[config.mk]
export PLATFORM = sky130hd
export DESIGN_NAME = vram_arbiter
export DESIGN_NICKNAME = d
export VERILOG_FILES = /design/src/rtl/vram_pkg.sv /design/src/rtl/vram_win_timer.sv /design/src/rtl/vram_arbiter.sv
export SDC_FILE = /design/constraint.sdc
export NUM_CORES = 1
export LEC_CHECK = 0
export ABC_AREA = 1
export BUFFER_PORTS_ARGS = -buffer_cell sky130_fd_sc_hd__buf_2
export CELL_PAD_IN_SITES_DETAIL_PLACEMENT = 1
export CELL_PAD_IN_SITES_GLOBAL_PLACEMENT = 2
export CORE_MARGIN = 5
export CORE_UTILIZATION = 18
export CTS_BUF_LIST = sky130_fd_sc_hd__clkbuf_2
export CTS_CLUSTER_DIAMETER = 60
export DETAILED_ROUTE_END_ITERATION = 6
export GPL_ROUTABILITY_DRIVEN = 0
export GPL_TIMING_DRIVEN = 0
export HOLD_SLACK_MARGIN = 0.08
export PLACE_DENSITY_LB_ADDON = 0.05
export REMOVE_ABC_BUFFERS = 1
export SLEW_MARGIN = 20
export SYNTH_ARGS = -nofsm -noshare
export SYNTH_HDL_FRONTEND = slang
export SYNTH_SLANG_ARGS = --single-unit
[constraint.sdc]
create_clock -name clk -period 1.45 [get_ports clk]
set_clock_uncertainty 0.05 [all_clocks]
set_input_delay 0.145 -clock clk [delete_from_list [all_inputs] [get_ports clk]]
set_output_delay 0.145 -clock clk [all_outputs]
set_load 0.03 [all_outputs]
[src/rtl/vram_pkg.sv]
// Shared types, default widths and helpers for the VRAM port arbiter.
package vram_pkg;

   localparam int unsigned AW_DEF    = 16;
   localparam int unsigned DW_DEF    = 16;
   localparam int unsigned RD_LAT    = 1;   // RAM clocks from read strobe to valid ram_rdata
   localparam int unsigned BEAT_W    = 8;
   localparam int unsigned WIN_CNT_W = 16;

   typedef enum logic [1:0] {
      IDLE = 2'd0,
      OWN0 = 2'd1,
      OWN1 = 2'd2
   } arb_state_e;

   // Tie goes to the port that did not own the RAM last.
   function automatic arb_state_e arb_pick(input logic r0, input logic r1, input logic last);
      arb_state_e s;
      s = IDLE;
      if (r0 && r1) begin
         s = last ? OWN0 : OWN1;
      end else if (r0) begin
         s = OWN0;
      end else if (r1) begin
         s = OWN1;
      end
      return s;
   endfunction

endpackage

[src/rtl/vram_win_timer.sv]
// Post-frame write window: loads on every frame pulse and counts down to zero;
// the window is open while the count is non-zero.
module vram_win_timer
   import vram_pkg::*;
#(
   parameter int unsigned WIN_CYCLES = 4096
) (
   input  logic clk,
   input  logic rst_n,
   input  logic frame_i,
   output logic open_o
);

   logic [WIN_CNT_W-1:0] cnt_q, cnt_d;

   always_comb begin
      cnt_d = cnt_q;
      if (frame_i) begin
         cnt_d = WIN_CNT_W'(WIN_CYCLES);
      end else if (cnt_q != '0) begin
         cnt_d = cnt_q - WIN_CNT_W'(1);
      end
   end

   always_ff @(posedge clk) begin
      if (!rst_n) begin
         cnt_q <= '0;
      end else begin
         cnt_q <= cnt_d;
      end
   end

   assign open_o = (cnt_q != '0);

endmodule

[src/rtl/vram_arbiter.sv]
// Round-robin VRAM port arbiter between the frame engine (port 0) and the UART loader (port 1).
// Optional VRAM_VBLANK_ONLY_EN limits port-1 writes to a window after each frame pulse.
module vram_arbiter
   import vram_pkg::*;
#(
   parameter int unsigned AW         = AW_DEF,
   parameter int unsigned DW         = DW_DEF,
   parameter int unsigned BURST_MAX  = 8,
   parameter int unsigned WIN_CYCLES = 4096
) (
   input  logic          clk,
   input  logic          reset,
   input  logic          req0,
   input  logic          we0,
   input  logic [AW-1:0] addr0,
   input  logic [DW-1:0] wdata0,
   output logic          gnt0,
   output logic          rvalid0,
   output logic [DW-1:0] rdata0,
   input  logic          req1,
   input  logic          we1,
   input  logic [AW-1:0] addr1,
   input  logic [DW-1:0] wdata1,
   output logic          gnt1,
   output logic          rvalid1,
   output logic [DW-1:0] rdata1,
   output logic          ram_ce,
   output logic          ram_we,
   output logic [AW-1:0] ram_addr,
   output logic [DW-1:0] ram_wdata,
   input  logic [DW-1:0] ram_rdata,
   input  logic          frame_int,
   output logic          busy
);

   localparam logic [BEAT_W-1:0] BEAT_LAST = BEAT_W'(BURST_MAX - 1);

   arb_state_e        state_q, state_d;
   logic              last_q, last_d;
   logic [BEAT_W-1:0] beat_q, beat_d;
   logic [RD_LAT-1:0] rpend_q, rpend_d;
   logic [RD_LAT-1:0] rsel_q, rsel_d;
   logic              rvalid0_q, rvalid1_q;
   logic [DW-1:0]     rdata0_q, rdata1_q;
   logic              req1_eff;
   logic              re_arb;
   logic              rd_acc;
   logic              rd_ret;
   logic              rd_ret_p1;

`ifdef VRAM_VBLANK_ONLY_EN
   logic win_open;

   vram_win_timer #(
      .WIN_CYCLES (WIN_CYCLES)
   ) u_win_timer (
      .clk     (clk),
      .rst_n   (reset),
      .frame_i (frame_int),
      .open_o  (win_open)
   );

   // A port-1 write outside the window is invisible to arbitration.
   assign req1_eff = req1 & (~we1 | win_open);
`else
   logic                 unused_frame;
   logic [WIN_CNT_W-1:0] unused_win;

   assign unused_frame = frame_int;
   assign unused_win   = WIN_CNT_W'(WIN_CYCLES);
   assign req1_eff     = req1;
`endif

   // Next-state, burst counting and RAM port mux.
   always_comb begin
      state_d   = state_q;
      last_d    = last_q;
      beat_d    = beat_q;
      re_arb    = 1'b0;
      gnt0      = 1'b0;
      gnt1      = 1'b0;
      ram_we    = 1'b0;
      ram_addr  = '0;
      ram_wdata = '0;

      case (state_q)
         OWN0: begin
            gnt0      = req0;
            ram_we    = req0 & we0;
            ram_addr  = addr0;
            ram_wdata = wdata0;
            if (!req0 || (beat_q == BEAT_LAST)) begin
               re_arb = 1'b1;
            end else begin
               beat_d = beat_q + BEAT_W'(1);
            end
         end
         OWN1: begin
            gnt1      = req1_eff;
            ram_we    = req1_eff & we1;
            ram_addr  = addr1;
            ram_wdata = wdata1;
            if (!req1_eff || (beat_q == BEAT_LAST)) begin
               re_arb = 1'b1;
            end else begin
               beat_d = beat_q + BEAT_W'(1);
            end
         end
         default: begin
            re_arb = 1'b1;
         end
      endcase

      // last_q already names the current owner, so the other port wins a tie.
      if (re_arb) begin
         beat_d  = '0;
         state_d = arb_pick(req0, req1_eff, last_q);
         if (state_d == OWN0) begin
            last_d = 1'b0;
         end else if (state_d == OWN1) begin
            last_d = 1'b1;
         end
      end

      ram_ce = gnt0 | gnt1;
      rd_acc = ram_ce & ~ram_we;
   end

   // Read-return pipeline: owner tag travels alongside the pending flag.
   assign rpend_d   = RD_LAT'({rpend_q, rd_acc});
   assign rsel_d    = RD_LAT'({rsel_q, (state_q == OWN1)});
   assign rd_ret    = rpend_q[RD_LAT-1] & ~rsel_q[RD_LAT-1];
   assign rd_ret_p1 = rpend_q[RD_LAT-1] &  rsel_q[RD_LAT-1];

   always_ff @(posedge clk) begin
      if (!reset) begin
         state_q   <= IDLE;
         last_q    <= 1'b1;
         beat_q    <= '0;
         rpend_q   <= '0;
         rsel_q    <= '0;
         rvalid0_q <= 1'b0;
         rvalid1_q <= 1'b0;
         rdata0_q  <= '0;
         rdata1_q  <= '0;
      end else begin
         state_q   <= state_d;
         last_q    <= last_d;
         beat_q    <= beat_d;
         rpend_q   <= rpend_d;
         rsel_q    <= rsel_d;
         rvalid0_q <= rd_ret;
         rvalid1_q <= rd_ret_p1;
         if (rd_ret) begin
            rdata0_q <= ram_rdata;
         end
         if (rd_ret_p1) begin
            rdata1_q <= ram_rdata;
         end
      end
   end

   assign rvalid0 = rvalid0_q;
   assign rvalid1 = rvalid1_q;
   assign rdata0  = rdata0_q;
   assign rdata1  = rdata1_q;
   assign busy    = (state_q != IDLE);

endmodule

==> flow_metrics.tcl <==
set metrics [dict create \
    status "complete, but fails checks" \
    violations "negative setup slack" \
    final.min_clock_period_ps 1968 \
    drc 0 \
    die_area_sq_um 15170 \
    synth_top_flop_cell "dfxtp_1" \
    endpoint_kind "primary output" \
    yosysSeqAreaShare_pct 40.80 \
    p_leak_uw 0.001935 \
    grt_pass1_wl_um 16000 \
    min-delay-path-class "in -> reg" \
    cts_tree "built" \
    ant_nets 0 \
    ios 158 \
    avgSynthCellArea_sq_um 6.762 \
    setup_viol 47 \
    startpoint_type "flip-flop" \
    clk_pin_slew_worst_paths_ps 240 \
    dr_wl_met2_um 4952 \
    tightest_slew_ps 712.0 \
    holdWs_ps 190.5 \
    crit_fanout 5 \
    cts_root_buf "clkbuf_2" \
    die_h_um 123.2 \
    met1_length_um 4229 \
    area_growth_pct 86.76 \
    clkSinkCount 47 \
    worstPathArrival_ps 1770 \
    clock_path_buffers 2 \
    synth.distinct_cells 27 \
    grt_max_degree 40 \
    power_uw 7743 \
    antenna_found_initial 2 \
    synth.cell_area_sq_um 2306 \
    core.rowCount 41 \
    grt-ovfl-total 0 \
    pre_cts_ws_ps -802.8 \
    synthCells 341 \
    dr.pass1.iters 4 \
    h-tree-depth 2 \
    diodes 0 \
    yosys_warnings 0 \
    wire_per_inst_um 14.82 \
    synth_edf_count 0 \
    clk_latency_ps 430 \
    port_buffers 156 \
    wl_met3_um 1124 \
    vias 2901 \
    routed_wl_um 10450 \
    powerDensity_nw_per_um2 1798 \
    finalHoldViolations 0 \
    grt_setup_unrepaired "true" \
    hpwlAfterDp_um 6937 \
    reg2reg_slack_ps -130 \
    drive_above_1_share_pct 49.91 \
    final_util_pct 34.27 \
    grt_pass1_vias 3028 \
    via_per_inst 4.115 \
    fin_ws_ps -517.7 \
    numCtsBuffers 5 \
    path_class "reg -> out" \
    cp.required_ps 1250 \
    max_freq_mhz 508.2 \
    finalCritPeriodShare_pct 135.7 \
    maxSlewHeadroom_pct 52.54 \
    grtUsageTotal_pct 13.51 \
    ys_async_sr_fraction_pct 0 \
    first_iter_violations 70 \
    nFillCells 1524 \
    initial_core_util_pct 18.35 \
    top_layer_used "met5" \
    timing.final.max_slew_violations 0 \
    nets 624 \
    drv_cap 0 \
    coreArea_sq_um 12570 \
    setup_tns_ps -18080 \
    fp.dieW_um 123.2 \
    ir_drop_mv 0.5526 \
    ys_seq_elements 47 \
]
sequential cells by signal (all words and copies together) (netlist names):
signal and cells:
rvalid1 1, rsel_q 1, state_q 2, beat_q 8
rvalid0 1, last_q 1, rdata0 16, rdata1 16
rpend_q 1
Yosys cell counts (all sizes together) (5+ instances only):
cell type / count / area share (%)
clkbuf: 9 / 1.5
ha: 5 / 2.7
nand3: 6 / 2.1
buf: 10 / 2.1
dfxtp: 47 / 41
inv: 19 / 3.1
nand2: 85 / 14
nor2: 82 / 15
a21oi: 35 / 7.8
o21ai: 35 / 7.6
cells by family (layout without fill, tap and decap cells):
| logic type | count (synthesis) | count (layout) | share of synthesized area, % |
|---|---|---|---|
| adder cells (fa/ha/maj) | 5 | 5 | 2.713 |
| flip-flops | 47 | 47 | 40.80 |
| AND/OR/NAND/NOR | 177 | 177 | 32.88 |
| buffers and inverters | 38 | 230 | 6.728 |
| XOR/XNOR | 4 | 4 | 1.520 |
| AO/OA/AOI/OAI | 70 | 70 | 15.36 |
final timing paths:
check / start / to / depth (start not counted)
max: state_q[1] / ram_wdata[6] / 6
min: reset / rsel_q / 3
max reg2reg: state_q[0] / beat_q[5] / 8
min reg2reg: last_q / last_q / 2
report_power, final:
part	internal, uW	switching, uW
registers	1480	107
clock network	283	448
logic	2230	3190
routing by layer:
| metal | vias up | track usage (%) |
|---|---|---|
| met4 | 4 | 3.322 |
| met3 | 10 | 4.575 |
| met5 | - | 0 |
| met2 | 117 | 24.33 |
| li1 | 1453 | - |
| met1 | 1317 | 15.27 |
area by class of cell:
type / count / area, sq um / share of cell area (%)
timing repair inverter: 1 / 7.507 / 0.1743
clock buffer: 5 / 25.02 / 0.5811
tap: 172 / 215.2 / 4.997
multi-input combinational: 256 / 1469 / 34.11
inverter: 19 / 83.83 / 1.947
timing repair buffer: 202 / 1519 / 35.27
clock inverter: 3 / 38.79 / 0.9006
sequential: 47 / 948.4 / 22.02
cell usage in the layout (no fill, tap or decap), types with 4 or more instances in the layout:
master,count
a21oi_2,28
a21oi_4,6
buf_12,7
buf_2,119
buf_4,12
buf_6,42
clkbuf_2,5
dfxtp_1,43
dlygate4sd3_1,22
inv_1,10
inv_2,5
nand2_1,75
nand2_2,6
nand2_4,4
nor2_1,72
nor2_2,9
o21ai_0,33
metrics by stage:
step                      cell area [sq um]  instances
after floorplan                        2222        322
after global placement                 3218        650
after detailed placement               3223        650
after CTS                              4096        699
after global routing                   4307        705
final                                  4307        705
worst max-delay path: stages, from the launching register on:
cell	delay, ps
dfxtp_2	410
inv_4	50
ha_4	310
clkinvlp_4	130
buf_6	170
a21oi_2	130
buf_6	150
what timing repair did:
action / in CTS / in global routing
endpoints found under the setup margin: 82 / 51
hold buffers: 20 / 2
gates resized for setup: 117 / 37
pin swaps: 6 / 4
cloned: 2 / 0
setup buffers: 19 / 4
hold endpoints to repair: 35 / 5
Note: power is estimated with default switching activity, not from simulation.
